**config.mk**
```make
export PLATFORM = sky130hd
export DESIGN_NAME = stream_mux_n
export DESIGN_NICKNAME = d
export VERILOG_FILES = /design/src/rtl/stream_mux_n.sv
export SDC_FILE = /design/constraint.sdc
export NUM_CORES = 1
export LEC_CHECK = 0
export ABC_AREA = 1
export CAP_MARGIN = 5
export CORE_MARGIN = 10
export CORE_UTILIZATION = 48
export CTS_BUF_LIST = sky130_fd_sc_hd__clkbuf_2
export DETAILED_ROUTE_END_ITERATION = 7
export PLACE_DENSITY_LB_ADDON = 0.05
export SYNTH_ARGS = -nofsm -noshare
export SYNTH_HDL_FRONTEND = slang
export SYNTH_SLANG_ARGS = --single-unit
```
**constraint.sdc**
```tcl
create_clock -name clk -period 4.8 [get_ports clk]
set_clock_uncertainty 0.1 [all_clocks]
set_input_delay 0.96 -clock clk [delete_from_list [all_inputs] [get_ports clk]]
set_output_delay 0.96 -clock clk [all_outputs]
set_load 0.01 [all_outputs]
```
**src/rtl/stream_mux_n.sv**
```systemverilog
// N-channel registered stream multiplexer with valid/ready on every input and the output.
// Optional round-robin arbitration (rr_en port, rr_ptr register) is built only with STREAM_MUX_RR_EN.
`timescale 1ns/1ps

module stream_mux_n #(
    parameter int N_CH = 4,
    parameter int DW   = 8,
    localparam int SW  = $clog2(N_CH)
) (
    input  logic                 clk,
    input  logic                 rst_n,
    input  logic [N_CH-1:0]      in_valid,
    input  logic [N_CH*DW-1:0]   in_data,
    output logic [N_CH-1:0]      in_ready,
    input  logic [SW-1:0]        sel,
`ifdef STREAM_MUX_RR_EN
    input  logic                 rr_en,
`endif
    output logic                 out_valid,
    output logic [DW-1:0]        out_data,
    output logic [SW-1:0]        out_ch,
    input  logic                 out_ready,
    output logic [15:0]          xfer_cnt
);

    logic          grant_ok;
    logic [SW-1:0] grant_ch;
    logic [DW-1:0] grant_data;
    logic          space;
    logic          take;

`ifdef STREAM_MUX_RR_EN
    logic [SW-1:0] rr_ptr;
    int unsigned   rr_idx;
`endif

    always_comb begin
        grant_ok = 1'b0;
        grant_ch = sel;
        // Select mode looks only at the selected channel's valid.
        if (32'(sel) < N_CH) begin
            grant_ok = 1'(in_valid >> sel);
        end
`ifdef STREAM_MUX_RR_EN
        rr_idx = 0;
        if (rr_en) begin
            grant_ok = 1'b0;
            grant_ch = '0;
            // Walk from farthest to nearest so the nearest valid channel after rr_ptr wins.
            for (int unsigned k = N_CH; k > 0; k--) begin
                rr_idx = 32'(rr_ptr) + k;
                if (rr_idx >= N_CH) begin
                    rr_idx = rr_idx - N_CH;
                end
                if (1'(in_valid >> rr_idx)) begin
                    grant_ok = 1'b1;
                    grant_ch = SW'(rr_idx);
                end
            end
        end
`endif
    end

    assign grant_data = DW'(in_data >> (32'(grant_ch) * DW));
    assign space      = !out_valid || out_ready;
    assign take       = grant_ok && space && rst_n;
    assign in_ready   = take ? (N_CH'(1) << grant_ch) : '0;

    always_ff @(posedge clk or negedge rst_n) begin
        if (!rst_n) begin
            out_valid <= 1'b0;
            out_data  <= '0;
            out_ch    <= '0;
            xfer_cnt  <= '0;
`ifdef STREAM_MUX_RR_EN
            rr_ptr    <= SW'(N_CH - 1);
`endif
        end else if (take) begin
            out_valid <= 1'b1;
            out_data  <= grant_data;
            out_ch    <= grant_ch;
            if (xfer_cnt != '1) begin
                xfer_cnt <= xfer_cnt + 16'd1;
            end
`ifdef STREAM_MUX_RR_EN
            if (rr_en) begin
                rr_ptr <= grant_ch;
            end
`endif
        end else if (out_ready) begin
            out_valid <= 1'b0;
        end
    end

endmodule
```
* Word-level counts from Yosys, hierarchy flattened *
Index checks and enable logic that the tools add are counted.

cells by class
  equality and inequality tests = 1
  multiplexer cells = 3
  $add $sub $neg = 1
  reductions and logical operators = 6
  shift-type cells = 3

operator list
  operator                                                           number
  32-bit by 5-bit >> shifter with 8-bit output                       1
  16-bit by 1-bit adder with 16-bit output, second input constant    1
  16-bit inequality test, second input constant                      1
  4-bit two-way mux                                                  1
  1-bit by 2-bit left shift with 4-bit output, first input constant  1
  4-bit by 2-bit >> shifter with 1-bit output                        1
  1-bit logical AND                                                  2
  1-bit two-way mux                                                  2
  2-bit AND reduction                                                1
  2-bit nonzero test                                                 1
  1-bit zero test                                                    1
  1-bit logical OR                                                   1

word-level totals
  logic and storage cells = 18
  register bits = 27

* Logic depth before layout (Yosys ltp) *
  word-level depth = 5
  gate-level depth with buffers = 11

* Least setup slack after synthesis *
OpenSTA, ideal clock, no wires.

  path type = in2out
  start point = input sel[0]
  end point = output in_ready[0]
  path buffers = 2
  setup slack = 1.868 ns
  data arrival time = 1.872 ns
  cell stages on the path = 9
  path through = buf_6 > inv_2 > nand2_1 > nand2_1 > nand2_1 > nand2_4 > nand2_4 > buf_2 > nor3_1

on the way
  longest elaborated chain between the ends = 4
  elaborated cells between the ends (all ways) = 5
  classes of those cells = shift (2); mux (1); reduce/logical (2)

ends and longest elaborated chain
  item                                         RTL line  text
  start, declared                              15        input logic [SW-1:0] sel,
  4-bit by 2-bit >> shifter with 1-bit output  42        grant_ok = 1'(in_valid >> sel);
  1-bit logical AND (2 in a row)               66        assign take = grant_ok && space && rst_n;
  4-bit two-way mux *                          67        assign in_ready = take ? (N_CH'(1) << grant_ch) : '0;
  end, declared                                14        output logic [N_CH-1:0] in_ready,

Every way passes the cells marked *; elsewhere a longest branch is shown, timed or not.

* Final worst setup path *
  start point = input sel[0]
  end point = output in_ready[2]

The elaborated chain is that of the path after synthesis.

==> results.toml <==
[worst_hold_path]
hold_path_end = "out_data[7]"
min_path_cells = 2
holdCritPathClass = "reg2reg"
min_from = "out_data[7]"

[placement]
place.gp.congestion = 0.850
io_buffers = 71
hpwl_um = 3910

[critical_path]
arrival_ps = 2910
r2r_end = "xfer_cnt[9]"
worst-r2r-setup-slack_ps = 2950
critPathMaxStageDelay_ps = 640
cp_max_fo = 23
worst_path_most_repeated_cell = "nand2_1"
start_kind = "primary input"
crit_path_end_kind = "output port"
crit_type = "in2out"
reg2reg_depth = 8
cp_cell_sequence = "clkdlybuf4s50_1, nand2_1, nand2_1, nand2_1, nand2_4, nand2_4, inv_1, nand2_1, nor2_1, clkdlybuf4s50_1"
cp_slowest_cell = "clkdlybuf4s50_1"
critPathRequiredTime_ps = 3740
cp_num_cells = 10
cp_num_buf_inv = 3
crit_family = "buffers and inverters"
reg2reg_from = "xfer_cnt[0]"
worstSetupStartpoint = "sel[0]"

[die]
die_h_um = 80.2
die_area_um2 = 6440
std_cell_rows = 21
die_w_um = 80.2
initial_core_util_pct = 51.0
fp.coreArea_um2 = 3420
pin_count = 72

[global_route]
track_usage_pct = 15.5
grt_pass1_vias = 1790
gr-total-overflow = 0
grt_antenna_before_repair = 0
grt_pass1_wl_um = 8130
grt_max_degree = 28

[power_and_ir_drop]
p_int_uw = 417
switching_power_uw = 212
ir_drop_uv = 197
pwr-share-comb_pct = 37.5
swShare_pct = 33.7
pwr-share-seq_pct = 48.6
p_clk_share_pct = 13.8
power.density_nw_per_um2 = 253
leakage_uw = 0.00112

[drt]
post-route-drc-count = 0
wire_per_inst_um = 13.2
num_vias = 1824
routed_wl_um = 4870
ant_nets = 0
drt_iter0_markers = 104
dr.pass1.iters = 4
viasPerCell = 4.93

[timing]
timing.fmax_ghz = 0.252
tns_ps = 0
setup_viol = 0
slew_headroom_pct = 63.8
hold_ws_ps = 419
worstMarginPinSlew_ps = 541
hold_violations = 0
drv_slew = 0
finalCriticalPeriod_ps = 3970
rsz0062_at_grt = "no"
fin_crit_sh_pct = 82.8

[clock_network]
htreeDepth = 1
cts_buffer_depth = 2
cts.repair.resized = 0
cts_hold_buffers = 0
cts_tree = "yes"
cts_sinks = 27
insertion_delay_ps = 360
numCtsBuffers = 3
cts_setup_buffers = 0
root_buffer = "clkbuf_2"
cts.reportedPaths.clkPinSlew_ps = 220

[final_layout]
num-fill-cells = 301
postLayoutCoreUtil_pct = 72.7
nets = 367
areaGrowthSynthToFinish_pct = 42.5
antenna_cells = 0
drive_gt1_share_pct = 5.56

[yosys]
synth_top_area_share_pct = 38.8
ys_seq_area_share_pct = 38.8
synth_cells = 254
yosysMostFrequentCell = "nand2_1"
synth_nets = 296
mappedNetlistArea_um2 = 1740
synth_area_per_cell_um2 = 6.86
synthTopCellsByArea = "dfrtp_1, nand2_1, nand3_1, nor2_1, o21ai_0"
ys_warn_count = 0
synthTopCellsByCount = "nand2_1, dfrtp_1, nor2_1"
yosysTopAreaCell = "dfrtp_1"
ys_ff_latch = 27
async_flop_share_pct = 100
yosysUniqueCellTypes = 24
synth-edff-count = 0
synth_ff_type = "dfrtp_1"

[status]
status = "complete, no violations"

[flow_run]
drv_cap = 0
==> area by class of cell <==
type | instances | area [µm²] | area share, %
tap | 46 | 57.6 | 2.32
timing repair buffer | 72 | 718 | 28.9
inverter | 14 | 52.6 | 2.12
clock buffer | 4 | 20.0 | 0.806
sequential | 27 | 676 | 27.2
multi-input combinational | 207 | 958 | 38.6
==> worst register-to-register path: stages (launching register included) <==
cell	delay (ps)
dfrtp_1	510
ha_1	300
nand3_2	150
inv_1	90
nand2_2	100
nor2_4	50
nor2_4	330
nand2_1	100
nand2_1	70
==> worst max-delay path by stage <==
stage                  end
6_report       in_ready[2]
5_1_grt        in_ready[1]
3_5_place_dp   in_ready[2]
2_1_floorplan  in_ready[0]
4_1_cts        in_ready[2]
3_3_place_gp   in_ready[1]
==> cell families (layout without fill, tap and decap cells) <==
group	after synthesis	count (layout)	synth area share, %
adders and majority gates	1	1	0.718
and+or+nand+nor	180	180	45.2
AOI/OAI and AO/OA	19	19	5.60
buffers and inverters	20	90	6.18
DFF	27	27	38.8
xor gates and xnor gates	7	7	3.52
==> power by group through the flow <==
stage	sequential, µW	combinational [µW]	clock [µW]
6_report	306	236	86.8
5_1_grt	311	261	99.7
4_1_cts	306	240	87.8
3_5_place_dp	310	238	0
3_3_place_gp	307	235	0
2_1_floorplan	322	89.0	0
==> cells in the final DEF (no fill, tap or decap) <==
| cell type | count |
|---|---|
| o21ai_0 | 10 |
| nand2_1 | 123 |
| clkbuf_2 | 4 |
| nand3_2 | 2 |
| nor2_4 | 3 |
| buf_4 | 1 |
| clkdlybuf4s50_1 | 71 |
| xor2_1 | 3 |
| inv_2 | 1 |
| nand3_4 | 1 |
| nand3_1 | 17 |
| nand2_4 | 2 |
| o21a_1 | 1 |
| nor3_1 | 1 |
| xnor2_1 | 4 |
| nand2_2 | 3 |
| dfrtp_1 | 27 |
| nor2_2 | 1 |
| inv_1 | 13 |
| a21oi_1 | 8 |
| ha_1 | 1 |
| nand4_1 | 6 |
| nor2_1 | 21 |
==> stage by stage <==
step,cell area (µm²),worst slack (ps),instances,total power (µW)
finish,2480,827,370,629
CTS,2480,818,370,634
detailed placement,2460,817,366,548
global route,2480,683,370,673
global placement,2460,863,366,543
floorplan,1740,1870,254,411
==> registers in the layout, indices dropped and copies added, names as in the netlist <==
name	cells
out_data	8
out_ch	2
xfer_cnt	16
out_valid	1
==> routing by layer <==
layer	vias to the layer above	share of wire, %	global-route usage (%)
met2	46	51	28.3
met4	0	0.31	2.82
li1	939	-	-
met5	-	0	0
met3	2	6.7	4.45
met1	837	42	17.5
Note: power is estimated with default switching activity, not from simulation.
